$ cat config.mk
export PLATFORM = sky130hd
export DESIGN_NAME = dco_phase_sampler
export DESIGN_NICKNAME = d
export VERILOG_FILES = /design/src/rtl/dco_phase_sampler.sv
export SDC_FILE = /design/constraint.sdc
export NUM_CORES = 1
export LEC_CHECK = 0
export CAP_MARGIN = 15
export CORE_MARGIN = 4
export CORE_UTILIZATION = 35
export CTS_CLUSTER_SIZE = 30
export DETAILED_ROUTE_END_ITERATION = 10
export GPL_TIMING_DRIVEN = 0
export PLACE_DENSITY = 0.57
export SLEW_MARGIN = 20
export SYNTH_ARGS = -nofsm -noshare
export SYNTH_HDL_FRONTEND = slang
export SYNTH_SLANG_ARGS = --single-unit
$ cat constraint.sdc
create_clock -name refclk -period 17.2 [get_ports refclk]
set_clock_uncertainty 0.15 [all_clocks]
set_input_delay 3.44 -clock refclk [delete_from_list [all_inputs] [get_ports refclk]]
set_output_delay 3.44 -clock refclk [all_outputs]
set_load 0.1 [all_outputs]
$ cat src/rtl/dco_phase_sampler.sv
// Refclk-domain phase sampler for the ring DCO: Johnson/Gray decode, phase unwrap,
// FCW phase error and windowed frequency measurement.
module dco_phase_sampler #(
  parameter int NUM_STAGES  = 15,
  parameter int CNT_WIDTH   = 8,
  parameter int PHASE_WIDTH = 32,
  parameter int AVG_LOG2    = 4
) (
  input  logic                   refclk,
  input  logic                   reset,
  input  logic                   en,
  input  logic [NUM_STAGES-1:0]  ring_state,
  input  logic [CNT_WIDTH-1:0]   cnt_gray,
  input  logic [PHASE_WIDTH-1:0] fcw,
  output logic [PHASE_WIDTH-1:0] dco_phase,
  output logic [PHASE_WIDTH-1:0] dphase,
  output logic [PHASE_WIDTH-1:0] phase_err,
  output logic                   valid,
  output logic [PHASE_WIDTH-1:0] freq_meas,
  output logic                   freq_valid,
  output logic                   bubble_err,
  output logic                   overrange
);

  localparam int FRAC_W = $clog2(2*NUM_STAGES);
  localparam logic [FRAC_W-1:0]      FULL = FRAC_W'(2*NUM_STAGES);
  localparam logic [PHASE_WIDTH-1:0] CYC  = PHASE_WIDTH'(2*NUM_STAGES);

  typedef enum logic [1:0] {IDLE, SEED, RUN} state_t;
  state_t state, state_nxt;

  logic [NUM_STAGES-1:0]  s1_ring;
  logic [CNT_WIDTH-1:0]   s1_cnt;
  logic                   s1_vld;
  logic [FRAC_W-1:0]      s2_frac;
  logic [CNT_WIDTH-1:0]   s2_cnt;
  logic                   s2_bubble;
  logic                   s2_vld;

  logic [FRAC_W-1:0]      pop, frac_dec;
  logic [NUM_STAGES-1:0]  therm, therm_inc;
  logic                   bubble_dec;
  logic [CNT_WIDTH-1:0]   bin_dec;

  logic [CNT_WIDTH-1:0]   cnt_prev, dint;
  logic [FRAC_W-1:0]      frac_prev;
  logic [PHASE_WIDTH-1:0] fcw_acc, step, phase_nxt, acc_nxt, avg_acc, win_sum;
  logic [AVG_LOG2-1:0]    avg_cnt;

  always_ff @(posedge refclk) begin
    if (reset) begin
      s1_ring <= '0;
      s1_cnt  <= '0;
      s1_vld  <= 1'b0;
    end else begin
      s1_vld <= en;
      if (en) begin
        s1_ring <= ring_state;
        s1_cnt  <= cnt_gray;
      end
    end
  end

  // Folding the upper half onto the lower makes every legal code a low-side
  // thermometer, so a single x & (x+1) test catches all bubbles.
  always_comb begin
    pop = '0;
    for (int unsigned i = 0; i < NUM_STAGES; i++)
      pop = pop + FRAC_W'(s1_ring[i]);
    frac_dec   = s1_ring[NUM_STAGES-1] ? FULL - pop : pop;
    therm      = s1_ring[NUM_STAGES-1] ? ~s1_ring : s1_ring;
    therm_inc  = therm + NUM_STAGES'(1);
    bubble_dec = |(therm & therm_inc);
    bin_dec    = '0;
    for (int unsigned i = 0; i < CNT_WIDTH; i++)
      bin_dec[i] = ^(s1_cnt >> i);
  end

  always_ff @(posedge refclk) begin
    if (reset) begin
      s2_frac   <= '0;
      s2_cnt    <= '0;
      s2_bubble <= 1'b0;
      s2_vld    <= 1'b0;
    end else begin
      s2_frac   <= frac_dec;
      s2_cnt    <= bin_dec;
      s2_bubble <= bubble_dec;
      s2_vld    <= s1_vld & en;
    end
  end

  // SEED waits for a sample captured after en rose to reach stage 2.
  always_comb begin
    state_nxt = state;
    unique case (state)
      IDLE:    if (en && s2_vld) state_nxt = SEED;
      SEED:    state_nxt = en ? RUN : IDLE;
      RUN:     if (!en) state_nxt = IDLE;
      default: state_nxt = IDLE;
    endcase
  end

  always_comb begin
    dint      = s2_cnt - cnt_prev;
    step      = CYC * PHASE_WIDTH'(dint) + PHASE_WIDTH'(s2_frac) - PHASE_WIDTH'(frac_prev);
    phase_nxt = dco_phase + step;
    acc_nxt   = fcw_acc + fcw;
    win_sum   = avg_acc + step;
  end

  always_ff @(posedge refclk) begin
    if (reset) begin
      state      <= IDLE;
      cnt_prev   <= '0;
      frac_prev  <= '0;
      fcw_acc    <= '0;
      avg_acc    <= '0;
      avg_cnt    <= '0;
      dco_phase  <= '0;
      dphase     <= '0;
      phase_err  <= '0;
      valid      <= 1'b0;
      freq_meas  <= '0;
      freq_valid <= 1'b0;
      bubble_err <= 1'b0;
      overrange  <= 1'b0;
    end else begin
      state      <= state_nxt;
      valid      <= (state_nxt == RUN);
      freq_valid <= 1'b0;
      bubble_err <= 1'b0;
      overrange  <= 1'b0;
      unique case (state_nxt)
        SEED: begin
          cnt_prev   <= s2_cnt;
          frac_prev  <= s2_frac;
          fcw_acc    <= '0;
          avg_acc    <= '0;
          avg_cnt    <= '0;
          dco_phase  <= '0;
          dphase     <= '0;
          phase_err  <= '0;
          bubble_err <= s2_bubble;
        end
        RUN: begin
          cnt_prev   <= s2_cnt;
          frac_prev  <= s2_frac;
          fcw_acc    <= acc_nxt;
          dco_phase  <= phase_nxt;
          dphase     <= step;
          phase_err  <= acc_nxt - phase_nxt;
          bubble_err <= s2_bubble;
          overrange  <= dint[CNT_WIDTH-1];
          if (&avg_cnt) begin
            freq_meas  <= win_sum;
            freq_valid <= 1'b1;
            avg_acc    <= '0;
            avg_cnt    <= '0;
          end else begin
            avg_acc <= win_sum;
            avg_cnt <= avg_cnt + AVG_LOG2'(1);
          end
        end
        default: ;
      endcase
    end
  end

endmodule

[Word level (Yosys, flattened, before mapping)]
Cells that the tools add are included.
Word-level totals
  bits in registers: 254
  bits of input ports: 58
  output and inout port bits: 132
Cells by class
  add/sub/neg operators: 24
  $mul: 1
  equal/unequal tests: 4
  mux-type cells: 15
  bitwise operators: 5
  reductions and logical operators: 17
Operators with widths (number)
  32-bit case mux with 2 select lines: 5
  32-bit adder: 3
  8-bit XOR reduction: 8
  5-bit by 1-bit adder with 5-bit output: 10
  32-bit two-way mux: 1
  32-bit subtractor: 1
  15-bit by 1-bit adder with 15-bit output, second input constant: 1
  15-bit bitwise AND: 1
  15-bit two-way mux: 1
  15-bit inverter: 1
  15-bit OR reduction: 1
  14-bit by 5-bit subtractor with 15-bit output: 1
  13-bit by 5-bit adder with 14-bit output: 1
  4-bit by 8-bit multiplier with 12-bit output, first input constant: 1
  4-bit case mux with 2 select lines: 1
  8-bit subtractor: 1
  2-bit two-way mux: 3
  2-bit case mux with 3 select lines: 1
  2-bit OR reduction: 3
  4-bit by 1-bit adder with 5-bit output: 1
  5-bit two-way mux: 1
  5-bit AND reduction: 1
  5-bit subtractor, first input constant: 1
  3-bit by 1-bit adder with 4-bit output: 1
  13 further kinds: 16

[Depth between registers and ports, before layout]
Gate-level depths: netlist of the first run.
  depth in word-level cells: 16
  mapped depth: 46

[Worst setup path before layout of the first run]
Ideal clock, no wire load.
  path kind: register to register
  start: register s2_cnt[0]
  end: register phase_err[31]
  arrival time: 8.366 ns
  required time: 16.932 ns
  slack: 8.566 ns
  cell stages (with the launch flop): 38
  buffers on the path: 1
  period minus slack after synthesis: 8.634 ns
  cell sequence: dfxtp_1 -> inv_1 -> ha_1 -> inv_1 -> fa_1 -> xor2_1 -> fa_1 -> fa_1 -> fa_1 -> fa_1 -> ha_1 -> nand2_1 -> o21ai_0 -> o41ai_2 -> o2111ai_1 -> a21oi_1 -> and2_1 -> buf_2 -> (+2 left out) -> a21o_2 -> a211oi_1 -> nor2_1 -> o31a_1 -> o21ai_0 -> nand2b_1 -> a21oi_1 -> xor2_1 -> ha_1 -> nor2_1 -> nor2_1 -> o21a_1 -> o21a_1 -> o21ai_0 -> a21oi_1 -> xor2_1 -> xnor2_1 -> a22o_1
On the way
  word-level cells in the longest chain between the ends: 7
RTL lines
  from (decl): line 36  | logic [CNT_WIDTH-1:0] s2_cnt;
  from (signal assigned): line 87  | s2_cnt <= bin_dec;
  8-bit subtractor: line 105  | dint = s2_cnt - cnt_prev;
  4-bit by 8-bit multiplier with 12-bit output: line 106  | step = CYC * PHASE_WIDTH'(dint) + PHASE_WIDTH'(s2_frac) - PHASE_WIDTH'(frac_prev);
  13-bit by 5-bit adder with 14-bit output: line 106
  14-bit by 5-bit subtractor with 15-bit output: line 106
  32-bit adder: line 107  | phase_nxt = dco_phase + step;
  32-bit subtractor: line 152  | phase_err <= acc_nxt - phase_nxt;
  32-bit case mux with 2 select lines: line 134  | unique case (state_nxt)
  to (signal assigned): line 152
  to (decl): line 17  | output logic [PHASE_WIDTH-1:0] phase_err,
Every way passes these cells.
A chain may end at the register's enable or synchronous reset.

[Final worst setup path of the first run]
Same ends and word-level chain as after synthesis.

==> results.tsv, run 1 <==
stage	metric	value	unit
yosys	postSynthCellCount	1946	
timing	worst_pin_slew	1.11	ns
placed_design	hpwl	40300	um
global_route	grt_max_degree	39	
timing	finalSetupTns	0	ns
global_route	overflow	0	
layout	final_common_cell	nor2_1	
layout	drive_gt1_frac	0.0430	
run_status	outcome	finished clean	
clock_network	clkSlewWorstSetupHoldPaths	0.07	ns
yosys	synth.net_count	2200	
timing	timing.final.crit_share	0.582	
yosys	synth_ff_type	dfxtp_1	
critical_path	arrival	10.33	ns
yosys	synth_area_leaders	dfxtp_1 (29%), ha_1 (13%), nor2_1 (5.8%), a21oi_1 (5.5%), xnor2_1 (5.1%)	
timing	slew-limit-headroom	0.260	
yosys	synth.distinct_cells	81	
timing	fmax	99.8	MHz
floorplan	ios	190	
yosys	synth-edff-count	0	
yosys	synth-seq-area-share	0.292	
critical_path	crit_buf_inv	2	
timing	setup-violations-final	0	
critical_path	path_delay_family	adder cells	
routing	drc	0	
flow_run	drv_cap	0	
layout	fin_nets	2417	
clock_network	numCtsBuffers	28	
global_route	antenna_found_initial	0	
floorplan	initial_core_util	0.356	
hold_path	min_path_type	reg2reg	
critical_path	crit_path_end_kind	flip-flop	
clock_network	hold_buffers	0	
placed_design	place_inst	2733	
layout	stdcell_count	2785	
clock_network	clock-sinks	237	
floorplan	placementRows	78	
floorplan	dieArea	50000	um2
clock_network	cts_tree	built	
yosys	synth_top_area_share	0.292	
critical_path	cpMaxStageDelayCell	xor2_1	
critical_path	r2r_setup_slack	7.18	ns
layout	fill_cells	4628	
timing	finalCriticalPeriod	10.02	ns
floorplan	die_w	224	um
critical_path	crit_fanout	5	
clock_network	post_cts_buffers	0	
global_route	busiest_layer	met2	
routing	final_antenna_net_count	0	
routing	drtIter0Drc	877	
floorplan	die_h	224	um
routing	wirelength	51700	um
layout	area_delta_synth_final	22.4	%
critical_path	required	17.51	ns
yosys	syn_area	16300	um2
yosys	synth_top_area_cell	dfxtp_1	
floorplan	fp.coreArea	45700	um2
routing	detail_route.wl_per_cell	18.5	um
timing	hold_violations	0	
timing	hold-worst-slack	0.292	ns
global_route	grtUsageMet1	0.258	
routing	vias_per_cell	5.30	
yosys	syn_area_per_cell	8.36	um2
global_route	grtUsageMet3	0.0370	
layout	final_cell_mix	nor2_1 (251), dfxtp_1 (237), clkdlybuf4s50_1 (187)	
clock_network	cts_root_buf	clkbuf_16	
layout	n_antenna_cell	0	
clock_network	cts-resized-gates	0	
clock_network	cts_max_level	1	
routing	num_vias	14762	
critical_path	cp_common_cell	a21oi_1	
timing	rsz0062_at_grt	false	
global_route	grt_pass1_vias	14107	
global_route	grt_usage	0.196	
global_route	grt_pass1_wl	78500	um
yosys	ys_warn_count	0	
critical_path	critPathKind	reg2reg	
routing	first_pass_iters	5	
critical_path	start_kind	flip-flop	
yosys	synth_seq_cells	237	
placed_design	place_congestion	0.910	
critical_path	slowest_delay	0.68	ns
clock_network	clock_path_buffers	3	
timing	final_max_slew_viol_count	0	
yosys	synthArstFlopShare	0	
clock_network	clk_latency	0.57	ns
placed_design	port_buffers	187	
global_route	gr-usage-met2	0.331	
[synthesized netlist by cell type, drive strengths merged, types with 9 or more instances]
cell type	n
nand2	138
nand4	12
a21oi	179
fa	27
a21o	64
and2	11
nor3	21
o21a	20
a31oi	14
dfxtp	237
o21bai	28
buf	21
nand3	33
o21ai	78
clkbuf	66
a211oi	21
a22o	20
a22oi	78
and3	10
o211ai	11
nor2	251
xor2	57
nor2b	36
mux2i	37
nand3b	9
o31ai	14
inv	97
ha	169
xnor2	95
nand2b	18
[per-stage QoR]
stage	area [um2]	util	worst slack (ns)
2_1_floorplan	16300	-	8.57
3_3_place_gp	18900	0.413	7.30
3_5_place_dp	18900	0.413	7.20
4_1_cts	19900	0.436	7.18
5_1_grt	19900	0.436	6.44
6_report	19900	0.436	7.18
[worst paths after layout]
kind,startpoint,endpoint,cells past startpoint
setup / recovery,s2_cnt[0]$_SDFF_PP0_,phase_err[31]$_SDFFE_PP0N_,38
hold / removal,s1_vld$_SDFF_PP0_,s2_vld$_SDFF_PP0_,1
setup reg to reg,s2_cnt[0]$_SDFF_PP0_,phase_err[31]$_SDFFE_PP0N_,38
hold reg to reg,s1_vld$_SDFF_PP0_,s2_vld$_SDFF_PP0_,1
[registers in the layout (all words and copies together) (netlist names)]
| signal | count |
|---|---|
| dphase | 15 |
| fcw_acc | 32 |
| cnt_prev | 8 |
| dco_phase | 32 |
| s1_vld | 1 |
| s2_frac | 5 |
| avg_acc | 32 |
| s2_bubble | 1 |
| overrange | 1 |
| bubble_err | 1 |
| freq_meas | 32 |
| s1_ring | 15 |
| phase_err | 32 |
| avg_cnt | 4 |
| s1_cnt | 8 |
| state | 2 |
| valid | 1 |
| s2_cnt | 8 |
| freq_valid | 1 |
| s2_vld | 1 |
| frac_prev | 5 |
[cell type report]
class / instances / area (um2) / share of cell area
flip-flops and latches: 237 / 4740 / 0.238
multi-input cells: 1523 / 10700 / 0.540
repair buffers: 187 / 1870 / 0.0940
inverters: 97 / 364 / 0.0183
plain buffers: 89 / 410 / 0.0206
clock inverters: 15 / 214 / 0.0107
well taps: 600 / 751 / 0.0377
clock buffers: 37 / 806 / 0.0405
[metal layers]
metal | vias up | wire length, um
met1 | 6975 | 23600
li1 | 7323 | -
met3 | 73 | 3020
met5 | - | 0
met2 | 391 | 23800
met4 | 0 | 1310
[logic make-up after synthesis]
logic type,after synthesis,synth area share
AOI/OAI and AO/OA,570,0.234
DFF,237,0.292
and+or+nand+nor,565,0.157
xor gates and xnor gates,152,0.0819
adders and majority gates,198,0.164
buffers and inverters,186,0.0476
muxes,38,0.0235
[worst reg2reg max path, delay by kind of cell, from the launching register on]
kind / cells / cell delay, ns
buffers and inverters: 2 / 0.11
adder cells (fa/ha/maj): 9 / 3.64
flip-flops: 1 / 0.31
AND/OR/NAND/NOR: 4 / 0.67
XOR/XNOR: 4 / 1.45
AO/OA/AOI/OAI: 19 / 3.58
Power of run 1 is not shown: default switching activity piles up to over one toggle a cycle in this logic, so the estimate is an artifact.
==> run 2, diff against run 1 <==
--- a/config.mk
+++ b/config.mk
@@ -11,7 +11,7 @@
 export CTS_CLUSTER_SIZE = 30
 export DETAILED_ROUTE_END_ITERATION = 10
 export GPL_TIMING_DRIVEN = 0
-export PLACE_DENSITY = 0.57
+export PLACE_DENSITY = 0.59
 export SLEW_MARGIN = 20
 export SYNTH_ARGS = -nofsm -noshare
 export SYNTH_HDL_FRONTEND = slang
==> constraint.sdc (replaced) <==
create_clock -name refclk -period 9.1 [get_ports refclk]
set_clock_uncertainty 0.15 [all_clocks]
set_input_delay 1.82 -clock refclk [delete_from_list [all_inputs] [get_ports refclk]]
set_output_delay 1.82 -clock refclk [all_outputs]
set_load 0.1 [all_outputs]
==> run 2 against run 1 <==
- core utilization up 1.6 points
- global-route usage up 0.27 points
- count of clock-buffer cells in the layout up 1
- first-iteration DRC count up 20%
- routed wire length up 1.2%
- critical path depth unchanged
- register-to-register slack worse by 6.9 ns
- via count up 1.6%
- worst setup slack worse by 6.9 ns
- design area up 3.6%
- largest cell class unchanged
- sequential share of layout area down 0.84 points
==> results.tsv, run 2 (synthesis results as in run 1) <==
stage	metric	value	unit
placed_design	place_congestion	0.903	
routing	detail_route.wl_per_cell	18.6	um
critical_path	crit_fanout	5	
clock_network	numCtsBuffers	28	
critical_path	cp_common_cell	a21oi_2	
layout	drive_gt1_frac	0.0837	
floorplan	die_w	224	um
floorplan	initial_core_util	0.356	
timing	fmax	114	MHz
global_route	gr-usage-met2	0.331	
global_route	busiest_layer	met2	
clock_network	cts_tree	built	
run_status	outcome	finished clean	
layout	fill_cells	4552	
critical_path	rr_worst_depth	38	
hold_path	hold_depth	1	
timing	slew-limit-headroom	0.232	
timing	timing.final.crit_share	0.965	
global_route	antenna_found_initial	1	
routing	num_vias	14995	
global_route	grtUsageMet3	0.0418	
critical_path	required	9.40	ns
layout	fin_util	0.452	
critical_path	arrival	9.09	ns
global_route	overflow	0	
hold_path	min_path_type	reg2reg	
routing	first_pass_iters	5	
critical_path	r2r-start	s2_cnt[0]$_SDFF_PP0_	
layout	area_delta_synth_final	26.9	%
critical_path	critPathKind	reg2reg	
routing	final_antenna_net_count	0	
routing	vias_per_cell	5.34	
clock_network	cts_root_buf	clkbuf_16	
clock_network	clock-sinks	237	
critical_path	slowest_delay	0.61	ns
critical_path	timing.rr.end	phase_err[31]$_SDFFE_PP0N_	
layout	fin_nets	2442	
critical_path	crit_path_end_kind	flip-flop	
hold_path	hold_path_end	s2_vld$_SDFF_PP0_	
routing	drc	0	
layout	final_common_cell	nor2_1	
clock_network	clock_path_buffers	3	
hold_path	min-delay-start	s1_vld$_SDFF_PP0_	
placed_design	port_buffers	187	
clock_network	clkSlewWorstSetupHoldPaths	0.06	ns
floorplan	placementRows	78	
critical_path	start_kind	flip-flop	
global_route	grt_pass1_vias	14572	
floorplan	fp.coreArea	45700	um2
layout	stdcell_count	2810	
floorplan	die_h	224	um
clock_network	cts_max_level	1	
placed_design	hpwl	40000	um
timing	setup-violations-final	0	
layout	n_antenna_cell	0	
critical_path	cpMaxStageDelayCell	fa_1	
floorplan	ios	190	
timing	worst_pin_slew	1.15	ns
routing	wirelength	52300	um
placed_design	place_inst	2733	
critical_path	r2r_setup_slack	0.32	ns
global_route	grt_usage	0.198	
layout	final_cell_mix	nor2_1 (248), dfxtp_1 (237), clkdlybuf4s50_1 (187)	
timing	finalCriticalPeriod	8.78	ns
global_route	grtUsageMet1	0.256	
global_route	grt_pass1_wl	79700	um
flow_run	drv_cap	0	
global_route	grt_max_degree	20	
timing	hold_violations	0	
timing	hold-worst-slack	0.283	ns
timing	rsz0062_at_grt	true	
timing	final_max_slew_viol_count	0	
floorplan	dieArea	50000	um2
routing	drtIter0Drc	1052	
clock_network	clk_latency	0.57	ns
-- run 2: cell type report --
type	instances	area (um2)	area share
Multi-Input combinational cell	1523	11300	0.547
Sequential cell	237	4740	0.230
Timing Repair Buffer	212	2080	0.101
Clock buffer	38	800	0.0388
Tap cell	600	751	0.0364
Buffer	89	425	0.0206
Inverter	97	364	0.0176
Clock inverter	14	178	0.00861
-- run 2: what timing repair did --
action / 4_1_cts / 5_1_grt
gates resized for setup: 30 / 69
cloned: 1 / 0
setup endpoints to repair: 13 / 13
hold buffers: 0 / 0
buffers inserted: 7 / 17
pin swaps: 6 / 39
-- run 2: how the worst max path moves through the flow --
stage | slack [ns] | to | startpoint | cells after the start
floorplan | 0.47 | phase_err[31]$_SDFFE_PP0N_ | s2_cnt[0]$_SDFF_PP0_ | 37
global placement | -0.77 | phase_err[31]$_SDFFE_PP0N_ | s2_cnt[0]$_SDFF_PP0_ | 39
detailed placement | -0.88 | phase_err[31]$_SDFFE_PP0N_ | s2_cnt[0]$_SDFF_PP0_ | 39
CTS | 0.01 | phase_err[31]$_SDFFE_PP0N_ | s2_cnt[0]$_SDFF_PP0_ | 45
global route | -0.12 | phase_err[31]$_SDFFE_PP0N_ | s2_cnt[0]$_SDFF_PP0_ | 38
finish | 0.32 | phase_err[31]$_SDFFE_PP0N_ | s2_cnt[0]$_SDFF_PP0_ | 38
-- run 2: critical path: cells and delay by family, from the launching register on --
family          cells  cell delay [ns]
compound gates     18             2.95
xor+xnor            3             0.38
fa+ha+maj           9             3.69
buf+inv             3             0.31
flops               1             0.33
simple gates        5             0.88
-- run 2: through the flow --
| stage | setup TNS, ns | setup slack, ns | area, um2 |
|---|---|---|---|
| after floorplan | 0 | 0.466 | 16300 |
| after global placement | -4.74 | -0.769 | 18900 |
| after detailed placement | -6.42 | -0.884 | 18900 |
| after CTS | 0 | 0.0106 | 20100 |
| after global routing | -0.145 | -0.121 | 20600 |
| final | 0 | 0.315 | 20600 |
-- run 2: routing by layer --
layer  up-vias  wire, um
met3        92      3540
li1       7370         -
met5         -        13
met1      7100     23100
met2       431     23900
met4         2      1750
Power of run 2 is left out for the same reason.
